$ cat src/rtl/lcd_bus_receiver.sv
// HD44780-style 8-bit LCD write-bus receiver: strobe decode, command subset, 2x16 buffer, timing checks.
// Pulses one cycle after the EN fall is seen; rd_char one cycle after rd_addr. No backpressure; busy/short violations are flagged.
// Optional busy-flag readback when LCD_RX_BUSY_READ_EN is defined.
module lcd_bus_receiver #(
    parameter int EN_MIN_HIGH       = 20,
    parameter int BUSY_CYCLES       = 1000,
    parameter int CLEAR_BUSY_CYCLES = 3000
) (
    input  logic       clk,
    input  logic       rst,
    input  logic [7:0] lcd_data,
    input  logic       lcd_en,
    input  logic       lcd_rs,
    input  logic       lcd_rw,
    input  logic [4:0] rd_addr,
    output logic [7:0] rd_char,
    output logic [6:0] ddram_addr,
    output logic       disp_on,
    output logic       entry_inc,
    output logic       func_8bit,
    output logic       func_2line,
    output logic       busy,
    output logic       strobe_valid,
    output logic       strobe_rs,
    output logic [7:0] strobe_byte,
    output logic       err_short,
    output logic       err_busy,
    output logic       err_rw
`ifdef LCD_RX_BUSY_READ_EN
    ,
    output logic [7:0] lcd_dout,
    output logic       lcd_dout_oe
`endif
);

`ifdef LCD_RX_BUSY_READ_EN
    localparam bit BUSY_READ = 1'b1;
`else
    localparam bit BUSY_READ = 1'b0;
`endif

    localparam int CW = $clog2(EN_MIN_HIGH + 1);
    localparam int BW = $clog2(CLEAR_BUSY_CYCLES + 1);

    typedef enum logic [1:0] {IDLE, EN_HIGH, EXEC, CLEARING} state_t;
    state_t state, state_nxt;

    logic          en_q, rs_q, rw_q;
    logic [7:0]    data_q;
    logic [CW-1:0] high_cnt;
    logic [CW:0]   high_len;
    logic [BW-1:0] busy_cnt;
    logic          pend;
    logic [4:0]    clr_idx;
    logic [7:0]    mem [32];

    logic       rise, too_short;
    logic       short_c, busyerr_c, rwerr_c, accept_c;
    logic       is_clear, is_home_or_clear;
    logic [7:0] b;
    logic [6:0] step_addr;
    logic       wr_ok;
    logic [4:0] wr_idx;

    assign rise      = lcd_en & ~en_q;
    assign high_len  = {1'b0, high_cnt} + (CW+1)'(1);
    assign too_short = high_len < (CW+1)'(EN_MIN_HIGH);
    assign busy      = |busy_cnt;

    assign b                = strobe_byte;
    assign is_clear         = ~strobe_rs && (b == 8'h01);
    assign is_home_or_clear = ~strobe_rs && (b[7:2] == 6'd0) && (b[1:0] != 2'd0);
    assign step_addr        = entry_inc ? ddram_addr + 7'd1 : ddram_addr - 7'd1;
    // Line 1 lives at 0x00-0x0F, line 2 at 0x40-0x4F; bit 6 picks the line.
    assign wr_ok            = (ddram_addr[5:4] == 2'b00);
    assign wr_idx           = {ddram_addr[6], ddram_addr[3:0]};

    always_comb begin
        state_nxt = state;
        short_c   = 1'b0;
        busyerr_c = 1'b0;
        rwerr_c   = 1'b0;
        accept_c  = 1'b0;
        case (state)
            IDLE:     if (rise || pend) state_nxt = EN_HIGH;
            EN_HIGH: begin
                if (!lcd_en) begin
                    state_nxt = IDLE;
                    if (too_short)                        short_c   = 1'b1;
                    else if (busy && !(BUSY_READ && rw_q)) busyerr_c = 1'b1;
                    else if (rw_q)                         rwerr_c   = !BUSY_READ;
                    else begin
                        accept_c  = 1'b1;
                        state_nxt = EXEC;
                    end
                end
            end
            EXEC:     state_nxt = is_clear ? CLEARING : IDLE;
            CLEARING: if (clr_idx == 5'd31) state_nxt = IDLE;
            default:  state_nxt = IDLE;
        endcase
    end

    always_ff @(posedge clk or negedge rst) begin
        if (!rst) state <= IDLE;
        else      state <= state_nxt;
    end

    // Bus fields are captured only while EN is high so they hold the last pre-fall values.
    always_ff @(posedge clk or negedge rst) begin
        if (!rst) begin
            en_q     <= 1'b0;
            rs_q     <= 1'b0;
            rw_q     <= 1'b0;
            data_q   <= 8'd0;
            high_cnt <= '0;
            pend     <= 1'b0;
        end else begin
            en_q <= lcd_en;
            if (lcd_en) begin
                rs_q   <= lcd_rs;
                rw_q   <= lcd_rw;
                data_q <= lcd_data;
            end
            if (rise)
                high_cnt <= '0;
            else if (lcd_en && high_cnt != CW'(EN_MIN_HIGH))
                high_cnt <= high_cnt + 1'b1;
            if (state == IDLE)
                pend <= 1'b0;
            else if (rise && (state == EXEC || state == CLEARING))
                pend <= 1'b1;
        end
    end

    always_ff @(posedge clk or negedge rst) begin
        if (!rst) begin
            strobe_valid <= 1'b0;
            strobe_rs    <= 1'b0;
            strobe_byte  <= 8'd0;
            err_short    <= 1'b0;
            err_busy     <= 1'b0;
            err_rw       <= 1'b0;
            busy_cnt     <= '0;
        end else begin
            strobe_valid <= accept_c;
            err_short    <= short_c;
            err_busy     <= busyerr_c;
            err_rw       <= rwerr_c;
            if (accept_c) begin
                strobe_rs   <= rs_q;
                strobe_byte <= data_q;
            end
            if (state == EXEC)
                busy_cnt <= is_home_or_clear ? BW'(CLEAR_BUSY_CYCLES) : BW'(BUSY_CYCLES);
            else if (busy_cnt != '0)
                busy_cnt <= busy_cnt - 1'b1;
        end
    end

    always_ff @(posedge clk or negedge rst) begin
        if (!rst) begin
            ddram_addr <= 7'd0;
            disp_on    <= 1'b0;
            entry_inc  <= 1'b1;
            func_8bit  <= 1'b0;
            func_2line <= 1'b0;
            clr_idx    <= 5'd0;
            for (int i = 0; i < 32; i++) mem[i] <= 8'h20;
        end else if (state == EXEC) begin
            clr_idx <= 5'd0;
            if (strobe_rs) begin
                if (wr_ok) mem[wr_idx] <= b;
                ddram_addr <= step_addr;
            end else begin
                casez (b)
                    8'b1???????: ddram_addr <= b[6:0];
                    8'b01??????: ;
                    8'b001?????: begin
                        func_8bit  <= b[4];
                        func_2line <= b[3];
                    end
                    8'b0001????: if (!b[3]) ddram_addr <= b[2] ? ddram_addr + 7'd1 : ddram_addr - 7'd1;
                    8'b00001???: disp_on   <= b[2];
                    8'b000001??: entry_inc <= b[1];
                    8'b0000001?: ddram_addr <= 7'd0;
                    8'b00000001: begin
                        ddram_addr <= 7'd0;
                        entry_inc  <= 1'b1;
                    end
                    default: ;
                endcase
            end
        end else if (state == CLEARING) begin
            mem[clr_idx] <= 8'h20;
            clr_idx      <= clr_idx + 5'd1;
        end
    end

    always_ff @(posedge clk or negedge rst) begin
        if (!rst) rd_char <= 8'd0;
        else      rd_char <= mem[rd_addr];
    end

`ifdef LCD_RX_BUSY_READ_EN
    always_ff @(posedge clk or negedge rst) begin
        if (!rst) lcd_dout_oe <= 1'b0;
        else      lcd_dout_oe <= lcd_en && lcd_rw && !lcd_rs && (state == IDLE || state == EN_HIGH);
    end
    assign lcd_dout = lcd_dout_oe ? {busy, ddram_addr} : 8'd0;
`endif

endmodule

$ cat config.mk
export PLATFORM = sky130hd
export DESIGN_NAME = lcd_bus_receiver
export DESIGN_NICKNAME = d
export VERILOG_FILES = /design/src/rtl/lcd_bus_receiver.sv
export SDC_FILE = /design/constraint.sdc
export NUM_CORES = 1
export LEC_CHECK = 0
export BUFFER_PORTS_ARGS = -buffer_cell sky130_fd_sc_hd__buf_2
export CORE_MARGIN = 5
export CORE_UTILIZATION = 45
export CTS_BUF_LIST = sky130_fd_sc_hd__clkbuf_16
export DETAILED_ROUTE_END_ITERATION = 8
export GPL_ROUTABILITY_DRIVEN = 1
export PLACE_DENSITY = 0.66
export SLEW_MARGIN = 15
export SYNTH_ARGS = -nofsm -noshare
export SYNTH_HDL_FRONTEND = slang
export SYNTH_SLANG_ARGS = --single-unit
$ cat constraint.sdc
create_clock -name clk -period 2.3 [get_ports clk]
set_input_delay 0.46 -clock clk [delete_from_list [all_inputs] [get_ports clk]]
set_output_delay 0.46 -clock clk [all_outputs]
set_load 0.01 [all_outputs]
**Yosys cells after proc, flatten, opt, wreduce, memory -nomap -nowiden**

Index checks and enable logic that the tools add are counted.
W data, S select, Z words.

- Flip-flop bits (word level): 324
- Input bits: 18
- Output and inout port bits: 33
- Logic and storage cells: 171

- Add/subtract/negate cells: 6
- $lt $le $gt $ge: 6
- Equality and inequality tests: 17
- Mux-type cells: 52
- Bitwise gates (word level): 9
- Reductions and logical operators: 28

Operators by type and width:

| operator | number |
|---|---|
| $mux W256 | 4 |
| $bwmux W256 | 1 |
| $and A224 B224 Y224 | 1 |
| $not A224 Y224 | 1 |
| $demux W8 S5 | 2 |
| $bmux W8 S5 | 1 |
| $mux W12 | 3 |
| $mux W8 | 4 |
| $or A32 B32 Y32 | 1 |
| $mux W7 | 4 |
| $pmux W7 S3 | 1 |
| $mux W5 | 4 |
| $mux W1 | 19 |
| $ge A6 B6 Y1 const B | 3 |
| $not A5 Y6 | 3 |
| $reduce_and A3 Y1 | 6 |
| $mux W2 | 7 |
| $lt A6 B1 Y1 const B | 2 |
| $reduce_bool A12 Y1 | 1 |
| $reduce_bool A2 Y1 | 6 |
| $reduce_or A12 Y1 | 1 |
| $sub A12 B1 Y12 const B | 1 |
| $add A5 B1 Y5 const B | 2 |
| $ne A2 B2 Y1 const B | 5 |
| 25 further kinds | 35 |

**Longest topological paths before layout**

- Word-level depth: 9
- Gate-level depth with buffers: 8
- Mapped depth without buffers: 7

**Least setup slack after synthesis**

No wires, ideal clock.

- Path kind: input to register
- Start point: input rd_addr[1]
- End point: register rd_char[0]
- Setup time: 0.125 ns
- Arrival: 2.165 ns
- Path slack: 0.010 ns
- Stages on the path: 5
- Path buffers: 2
- Cells stage by stage: clkbuf_1 buf_1 mux4_2 mux4_2 mux2_2

- Longest elaborated chain between the ends: 4

Ends and longest elaborated chain:

| element | RTL line | RTL |
|---|---|---|
| from (decl) | 15 | `input logic [4:0] rd_addr,` |
| $not A5 Y6 (implied by the code) | 202 | `else rd_char <= mem[rd_addr];` |
| $bmux W8 S5 | 202 |  |
| $mux W8 (implied by the code) (2 in a row) | 202 |  |
| to (signal assigned) | 202 |  |
| to (decl) | 16 | `output logic [7:0] rd_char,` |

Every way passes these cells. The select of a mux whose other input is x is not followed.
A chain may end at the register's enable or synchronous reset.

**Worst setup path in the final report**

- Start point: register busy_cnt[1]
- End point: output busy

- Longest elaborated chain between the ends: 1

Ends and longest elaborated chain:

| element | RTL line | RTL |
|---|---|---|
| from (decl) | 52 | `logic [BW-1:0] busy_cnt;` |
| from (signal assigned) | 155 | `busy_cnt <= is_home_or_clear ? BW'(CLEAR_BUSY_CYCLES) : BW'(BUSY_CYCLES);` |
| from (signal assigned) | 157 | `busy_cnt <= busy_cnt - 1'b1;` |
| $reduce_or A12 Y1 | 68 | `assign busy = \|busy_cnt;` |
| to (decl) | 22 | `output logic busy,` |

Every way passes these cells.

==> impl_metrics.py <==
metrics = {
    "logic_synthesis": {
        "synth_top_family_by_area": "compound AO/OA/AOI/OAI gates",
        "synth-simple-area-share": 0.0721,
        "yosys.area.top_type": "dfrtp_1",
        "syn_nets": 1228,
        "synth_area_leaders": "dfrtp_1 (48%), a22o_1 (13%), mux4_2 (12%), dfstp_2 (5.7%), mux2_2 (2.2%)",
        "netlist_instances": 1196,
        "synth_edf_count": 0,
        "seq_area_frac_synth": 0.538,
        "ys_ff_latch": 324,
        "synth_fa_ha_area_frac": 0.0116,
        "synth_top_area_frac": 0.481,
        "ys_warn_count": 0,
        "synth_most_common_cell": "dfrtp_1",
        "async_flop_share": 1.00,
        "ys.flop_type": "dfrtp_1",
        "syn_area_mm2": 0.0151,
        "synth_compound_area_frac": 0.196,
        "muxShareOfSynthArea": 0.144,
        "yosys.cell_types.count": 66,
        "synthTopCellsByCount": "dfrtp_1 (291), a22o_1 (224), mux4_2 (80), nand2_1 (77), clkbuf_1 (57)",
        "syn_area_per_cell_um2": 12.7,
        "synth_xor_area_frac": 0.00463,
    },
    "sta": {
        "tightest_slew_ns": 0.759,
        "skew_ns": 0.0188,
        "fin_crit_ns": 2.23,
        "grt_setup_unrepaired": "true",
        "setup_viol": 0,
        "fin_crit_sh": 0.971,
        "hold_violations": 0,
        "slew_viol_final": 0,
        "slew_headroom": 0.490,
        "fmax_mhz": 448,
    },
    "detailed_routing": {
        "wl_per_cell_um": 25.2,
        "vias_per_cell": 6.49,
        "drc": 0,
        "routed_wl_um": 44200,
        "vias": 11400,
        "ant_nets": 0,
        "dr.pass1.iters": 5,
        "drtIter0Drc": 1170,
    },
    "placement": {
        "hpwl_um": 30300,
        "placed_area_mm2": 0.0163,
        "gp_congestion": 0.902,
        "io_buffers": 50,
    },
    "worst_setup_path": {
        "crit_path_top_delay_cell": "dfrtp_1",
        "crit_chain": "inv_1 -> ha_4 -> nor3b_4 -> nand3_2 -> buf_6 -> buf_2",
        "path_class": "flop to output port",
        "crit_path_max_incr_delay_ns": 0.38,
        "startpoint": "busy_cnt[1]",
        "cp_max_fo": 4,
        "r2r_start": "state[1]",
        "required_ns": 1.84,
        "crit_buf_inv": 3,
        "critPathArrivalTime_ns": 1.77,
        "critical_path.top_delay_family": "buffers and inverters",
        "crit_path_end_kind": "output port",
        "worstSetupStartpointType": "flop",
    },
    "grt": {
        "grt_max_degree": 71,
        "grt_use_total": 0.235,
        "grt_pass1_wl_um": 69900,
        "grt_pass1_vias": 11400,
        "overflow": 0,
        "antenna_found_initial": 0,
    },
    "final_layout": {
        "final_core_util": 0.530,
        "area_growth_pct": 16.6,
        "fillCellCount": 2869,
        "drive_gt1_frac": 0.270,
        "multi_input_area_mm2": 0.00657,
        "finalNetCount": 1314,
        "num_antenna_cells": 0,
        "postLayoutCellArea_mm2": 0.0177,
        "regArea_mm2": 0.00815,
    },
    "clock_network": {
        "cts_tree": "yes",
        "cts-root-buf": "clkbuf_16",
        "clock-sinks": 324,
        "clkTransAtPathRegs_ns": 0.06,
        "clkLatencyLatePin_ns": 0.53,
        "htreeDepth": 2,
        "numCtsBuffers": 37,
        "clock_path_buffers": 3,
    },
    "floorplanning": {
        "fp-row-count": 67,
        "fp.dieW_um": 193,
        "die_area_mm2": 0.0374,
        "initial_core_util": 0.454,
        "ios": 51,
        "die_h_um": 193,
        "core_area_mm2": 0.0334,
    },
    "pwr": {
        "p_leak_nw": 7.97,
        "p_per_area_mw_per_mm2": 729,
        "ir_drop_v": 0.000520,
    },
    "flow_run": {
        "max_cap_violations": 0,
    },
    "worst_hold_path": {
        "hp-class": "input port to flop",
        "worstHoldStart": "lcd_rw",
    },
    "status": {
        "status": "complete, no violations",
    },
}
cells by family (layout without fill, tap and decap cells):
group | count (synthesis) | in the layout
buffers and inverters | 122 | 237
flip-flops | 324 | 324
multiplexers | 115 | 115
AND/OR/NAND/NOR | 230 | 230
adder cells (fa/ha/maj) | 14 | 14
AO/OA/AOI/OAI | 383 | 383
XOR/XNOR | 8 | 8
metrics by stage:
step / setup WS (ns) / TNS (ns) / power [mW] / hold slack [ns] / std cells
after detailed placement: -0.0302 / -0.0505 / 6.86 / 0.371 / 1684
final: 0.0677 / 0 / 12.9 / 0.145 / 1759
after CTS: 0.00791 / 0 / 12.9 / 0.137 / 1755
after global routing: -0.0243 / -0.0517 / 13.4 / 0.152 / 1759
after floorplan: 0.0104 / 0 / 6.54 / 0.164 / 1196
after global placement: -0.000787 / -0.000787 / 6.83 / 0.374 / 1684
sequential cells by signal (all words and copies together) (netlist names):
| register | cells |
|---|---|
| err_busy | 1 |
| clr_idx | 5 |
| disp_on | 1 |
| pend | 1 |
| entry_inc | 1 |
| err_rw | 1 |
| strobe_rs | 1 |
| state | 2 |
| mem | 256 |
| err_short | 1 |
| func_2line | 1 |
| en_q | 1 |
| strobe_byte | 8 |
| data_q | 8 |
| rs_q | 1 |
| ddram_addr | 7 |
| strobe_valid | 1 |
| rw_q | 1 |
| high_cnt | 5 |
| func_8bit | 1 |
| rd_char | 8 |
| busy_cnt | 12 |
layout make-up:
class | count | share of cell area
Clock buffer | 37 | 0.0524
Clock inverter | 31 | 0.0173
Inverter | 35 | 0.00743
Multi-Input combinational cell | 750 | 0.372
Sequential cell | 324 | 0.461
Tap cell | 448 | 0.0317
Timing Repair Buffer | 134 | 0.0580
worst min-delay path, cell delays in order:
cell,delay (ns)
buf_2,0.08
nand2_1,0.04
o21ai_0,0.05
per-layer routing:
layer | GRT usage | part of all wire
met1 | 0.345 | 0.43
met2 | 0.347 | 0.44
met3 | 0.0675 | 0.10
met5 | 0.0102 | 0.0012
met4 | 0.0635 | 0.028
path summary, 6_finish.rpt:
path | end | slack [ns] | depth (start not counted)
setup reg to reg | mem[82] | 0.08 | 6
min in group asynchronous | mem[27] | 0.42 | 2
max in group asynchronous | mem[213] | 1.06 | 3
setup / recovery | busy | 0.07 | 6
hold reg to reg | mem[229] | 0.48 | 2
hold / removal | rw_q | 0.15 | 3
repair_timing:
item / 4_1_cts / 5_1_grt
endpoints found under the setup margin: 1 / 24
resized for setup: 4 / 15
hold endpoints to repair: 33 / 0
hold buffers: 1 / 0
setup buffers: 2 / 4
layout by cell type, fill, tap and decap left out, drive strengths merged, types with 14 or more instances in the layout:
master	netlist	final
a21oi	47	47
a22o	224	224
buf	30	133
clkbuf	57	37
clkinv	1	21
dfrtp	291	291
dfstp	33	33
ha	14	14
inv	34	38
mux2	29	29
mux4	80	80
nand2	77	77
nand3	27	27
nor2	56	56
nor3	14	14
o21ai	28	28
o22ai	29	29
report_power, final:
group / internal (mW) / switching (mW) / leakage (nW)
clock: 3.53 / 2.44 / 0.616
sequential: 5.84 / 0.179 / 4.36
combinational: 0.408 / 0.488 / 3.00
Power figures use the tool's default switching activity.
